===== src/rtl/radar_track_unit.sv =====
// Radar ping/track controller: emits pulses, times echoes, and flags closing targets.
// Optional listen timeout is enabled by defining RTU_TIMEOUT_EN.
module radar_track_unit #(
    parameter int WIDTH           = 32,
    parameter int PULSE_CYCLES    = 50,
    parameter int SPEED_PER_CYCLE = 300,
    parameter int TIMEOUT_CYCLES  = 20000
) (
    input  logic             CLK,
    input  logic             RST,
    input  logic             scan_for_target,
    input  logic             radar_echo,
    input  logic [WIDTH-1:0] jet_speed,
    input  logic [WIDTH-1:0] max_safe_distance,
    output logic             radar_pulse_trigger,
    output logic [WIDTH-1:0] distance_to_target,
    output logic             threat_detected,
    output logic             no_echo,
    output logic [1:0]       rtu_state
);

    localparam int PW = (PULSE_CYCLES > 1) ? $clog2(PULSE_CYCLES) : 1;

    typedef enum logic [1:0] {
        IDLE   = 2'b00,
        EMIT   = 2'b01,
        LISTEN = 2'b10,
        ASSESS = 2'b11
    } state_t;

    state_t           state;
    logic [PW-1:0]    pulse_cnt;
    logic [WIDTH-1:0] timer;
    logic [WIDTH-1:0] prev;
    logic             prev_valid;
    logic [2*WIDTH-1:0] prod;
    logic [2*WIDTH-1:0] half;
    logic [WIDTH-1:0] echo_dist;
    logic             threat;

    assign rtu_state = state;

    // Round trip time to one-way distance, saturated to the datapath width.
    always_comb begin
        prod      = {{WIDTH{1'b0}}, timer} * (2*WIDTH)'(SPEED_PER_CYCLE);
        half      = prod >> 1;
        echo_dist = (|half[2*WIDTH-1:WIDTH]) ? '1 : half[WIDTH-1:0];
    end

    always_comb begin
        threat = (distance_to_target < max_safe_distance) &&
                 (prev > distance_to_target) &&
                 ((prev - distance_to_target) > jet_speed);
    end

    always_ff @(posedge CLK) begin
        if (RST) begin
            state               <= IDLE;
            radar_pulse_trigger <= 1'b0;
            distance_to_target  <= '0;
            threat_detected     <= 1'b0;
            pulse_cnt           <= '0;
            timer               <= '0;
            prev                <= '0;
            prev_valid          <= 1'b0;
`ifdef RTU_TIMEOUT_EN
            no_echo             <= 1'b0;
`endif
        end else begin
`ifdef RTU_TIMEOUT_EN
            no_echo <= 1'b0;
`endif
            case (state)
                IDLE: begin
                    radar_pulse_trigger <= 1'b0;
                    if (scan_for_target) begin
                        state               <= EMIT;
                        radar_pulse_trigger <= 1'b1;
                        pulse_cnt           <= '0;
                    end
                end
                EMIT: begin
                    if (pulse_cnt == PW'(PULSE_CYCLES - 1)) begin
                        state               <= LISTEN;
                        radar_pulse_trigger <= 1'b0;
                        timer               <= '0;
                    end else begin
                        pulse_cnt <= pulse_cnt + 1'b1;
                    end
                end
                LISTEN: begin
                    if (radar_echo) begin
                        distance_to_target <= echo_dist;
                        if (prev_valid) begin
                            state <= ASSESS;
                        end else begin
                            prev                <= echo_dist;
                            prev_valid          <= 1'b1;
                            state               <= EMIT;
                            radar_pulse_trigger <= 1'b1;
                            pulse_cnt           <= '0;
                        end
                    end
`ifdef RTU_TIMEOUT_EN
                    else if (timer == WIDTH'(TIMEOUT_CYCLES - 1)) begin
                        state           <= IDLE;
                        no_echo         <= 1'b1;
                        threat_detected <= 1'b0;
                        prev_valid      <= 1'b0;
                    end
`endif
                    else if (timer != '1) begin
                        timer <= timer + 1'b1;
                    end
                end
                ASSESS: begin
                    threat_detected <= threat;
                    if (threat) begin
                        prev                <= distance_to_target;
                        state               <= EMIT;
                        radar_pulse_trigger <= 1'b1;
                        pulse_cnt           <= '0;
                    end else begin
                        prev_valid <= 1'b0;
                        state      <= IDLE;
                    end
                end
                default: state <= IDLE;
            endcase
        end
    end

`ifndef RTU_TIMEOUT_EN
    assign no_echo = 1'b0;
`endif

endmodule

===== config.mk =====
export PLATFORM = sky130hd
export DESIGN_NAME = radar_track_unit
export DESIGN_NICKNAME = d
export VERILOG_FILES = /design/src/rtl/radar_track_unit.sv
export SDC_FILE = /design/constraint.sdc
export NUM_CORES = 1
export LEC_CHECK = 0
export ABC_AREA = 0
export BUFFER_PORTS_ARGS = -buffer_cell sky130_fd_sc_hd__buf_2
export CORE_MARGIN = 2
export CORE_UTILIZATION = 40
export CTS_CLUSTER_DIAMETER = 60
export DETAILED_ROUTE_END_ITERATION = 8
export SKIP_CTS_REPAIR_TIMING = 1
export SYNTH_ARGS = -nofsm -noshare
export SYNTH_HDL_FRONTEND = slang
export SYNTH_SLANG_ARGS = --single-unit

===== constraint.sdc =====
create_clock -name CLK -period 9.85 [get_ports CLK]
set_input_delay 1.97 -clock CLK [delete_from_list [all_inputs] [get_ports CLK]]
set_output_delay 1.97 -clock CLK [all_outputs]
set_load 0.05 [all_outputs]

==> metrics.txt <==
status=complete, no violations; Max Fclk=144 MHz; Pre-Repair DR Iteration Count=5; n_diodes=0; IO buf count=103; post-DR vias/cell=5.23; Pleak=0.00706 uW; DRC Markers=0; clock sinks=107; CP Depth=24; most common cell after layout, fill and taps aside=inv_1; worst reg2reg path endpoint=prev[2]; largest net degree at the start of global routing=63; worst path required time=10.13 ns; Worst IR Drop VDD=0.0000714 V; Least-Margin Pin Slew=1.36 ns; Iteration-0 DRC Markers=550; share of cells above drive strength 1=0.0904; CP Launch Type=flop; I/O pin count=105; post-synth top area share=0.213; gr ovfl total=0; routing usage on met3=0.0202; Core ar.=29700 um2; max-slew violation count=0; die area=31700 um2; final period utilization=0.703; footprint of the multi-input gates=8810 um2; Critical Path Fanout Max=26; reg2reg setup slack=2.93 ns; CTS tree=done; post-DP HPWL=25200 um; HP Start=prev[9]; total CTS buffers=9; final hold vios=0; Max-Slew Margin vs Limit=0.0891; cell repeated most along the worst path=a31oi_1; clk root buf=clkbuf_16; Core Rows=63; Cell Area, Synth=12100 um2; synthesis-to-layout area growth=9.57%; Synth area leader=ha_1; register area=2140 um2; H-tree levels=3; worst r2r path cells=24; Clock Tree Buf Depth=2; Main synth FF type=dfxtp_1; final wirelength=30700 um; met1 global-route usage=0.269; routed length per instance=15.6 um; Worst R2R Start=distance_to_target[0]; synth warn=0; Pwr Total=882 uW; met2 GRT Util=0.328; syn avg cell area=8.07 um2; cells along the critical path=ha_1 -> fa_1 -> nor2b_1 -> o2111ai_1 -> a31oi_1 -> o21ai_1 -> o31a_1 -> o21bai_1 -> a31o_2 -> a31oi_1 -> a21oi_1 -> xor2_1 -> ha_1 -> nand4_1 -> nor2_1 -> and3_1 -> a221o_1 -> a31oi_1 -> o21ai_0 -> nor4b_2 -> and3_1 -> nor2_1 -> or2_1 -> o31ai_1; first-pass GRT wire length=50100 um; Die Y=178 um; post-synth net total=1831; CP endpoint kind=flop; Yosys reg bits=107; Post-synth EDFFs=0; worst-skew pair later-pin latency=0.36 ns; Clock Pin Slew Worst Setup and Hold Paths=0.09 ns; Final Setup Violations=0; crit path DAT=7.20 ns; Nets=1906; Post-synth ARST share=0; via count=10314; Distinct cells, synth=69; initial antenna violation count=0; Tightest Hold Check Type=reg2reg; sequential share of the synthesized area=0.177; crit path kind=reg2reg; crit path time final=6.92 ns; Worst Hold Path EP=prev[9]; Total GRT Usage=0.196; Post-DRT Antenna Nets=0; filler instances=3032; vias in the first global route=9984; slowest stage cell, crit path=and3_1; max cap viols=0; RSZ-0062 raised after global routing=false; cell family with the largest share of critical-path delay=simple AND/OR/NAND/NOR gates; max incr delay on CP=0.81 ns; setup TNS=0 ns; clock skew=0.0117 ns; power per cell area=66.5 nW/um2; chip width=178 um; Starting Density=0.408; Most Crowded Layer GR=met2; Worst Path Buf+Inv=0; ranking of synthesized cells by area=ha_1, dfxtp_1, fa_1, inv_1, a21oi_1; hold path depth=2; most frequent cells in the layout=inv_1, ha_1, dfxtp_1; routability cong.=0.847; Post-Syn Instances=1501
-- logic make-up (layout without fill, tap and decap cells) --
| kind of cell | Yosys count | count (layout) | synth area share |
|---|---|---|---|
| DFF | 107 | 107 | 0.177 |
| AOI/OAI and AO/OA | 361 | 361 | 0.197 |
| and+or+nand+nor | 383 | 383 | 0.163 |
| buffers and inverters | 301 | 381 | 0.0954 |
| xor gates and xnor gates | 81 | 81 | 0.0586 |
| adders and majority gates | 262 | 262 | 0.305 |
| other | 1 | 1 | 0.000310 |
| muxes | 5 | 5 | 0.00413 |
-- report_power, final --
| part | total [uW] | internal (uW) | leakage, uW | switching [uW] |
|---|---|---|---|---|
| Combinational | 61.9 | 25.3 | 0.00605 | 36.6 |
| Sequential | 435 | 433 | 0.000862 | 1.18 |
| Clock | 385 | 188 | 0.000151 | 197 |
-- synthesized netlist by cell type, types with 8 or more instances --
cell type	n
nand2_1	82
nor2b_1	27
a21oi_1	99
ha_1	206
inv_1	256
clkbuf_1	35
fa_1	56
nor2_1	83
a211oi_1	31
or3_1	8
a221oi_1	19
and3_1	32
a21o_1	53
o21ai_1	14
o21ai_0	49
a31oi_1	11
dfxtp_1	107
nand4_1	26
nor3_1	41
xor2_1	32
nand2b_1	17
o31ai_1	19
o21bai_1	10
nand3_1	23
xnor2_1	49
and2_1	10
-- per-stage QoR --
stage	setup WS, ns	hold slack (ns)	cell area (um2)	utilization	cells
final	2.93	0.459	13300	0.447	1971
after global routing	2.22	0.481	13300	0.447	1971
after CTS	2.87	0.462	13300	0.447	1971
after detailed placement	2.91	0.445	13000	0.436	1955
after global placement	3.05	0.439	13000	0.436	1955
after floorplan	4.29	0.429	12100	-	1501
-- worst min-delay path: cells and delay by family (launching register included) --
family	cells	cell delay (ns)
flip-flops	1	0.32
AND/OR/NAND/NOR	1	0.05
AO/OA/AOI/OAI	1	0.05
-- routing by layer --
| layer | routed length (um) | up-vias | share of wire |
|---|---|---|---|
| met5 | 0 | - | 0 |
| met4 | 627 | 0 | 0.020 |
| met3 | 1030 | 33 | 0.034 |
| met2 | 13900 | 177 | 0.45 |
| met1 | 15200 | 4744 | 0.49 |
| li1 | - | 5360 | - |
-- flip-flops by register name, summed over array words and instances, names as in the netlist --
signal and flops:
distance_to_target 32, prev 32, timer 32, pulse_cnt 6
rtu_state 2, prev_valid 1, radar_pulse_trigger 1, threat_detected 1
-- cell type report --
class / instances / area share
multi-input cells: 1093 / 0.664
flip-flops and latches: 107 / 0.161
inverters: 256 / 0.0724
repair buffers: 109 / 0.0422
well taps: 390 / 0.0368
clock buffers: 10 / 0.0180
clock inverters: 6 / 0.00490
-- how the worst max path moves through the flow --
| stage | start | slack [ns] | end |
|---|---|---|---|
| 2_1_floorplan | distance_to_target[9] | 4.29 | prev[11] |
| 3_3_place_gp | prev[0] | 3.05 | prev[1] |
| 3_5_place_dp | prev[0] | 2.91 | prev[2] |
| 4_1_cts | distance_to_target[0] | 2.87 | prev[13] |
| 5_1_grt | prev[0] | 2.22 | prev[11] |
| 6_report | distance_to_target[0] | 2.93 | prev[2] |
Note: power is estimated with default switching activity, not from simulation.
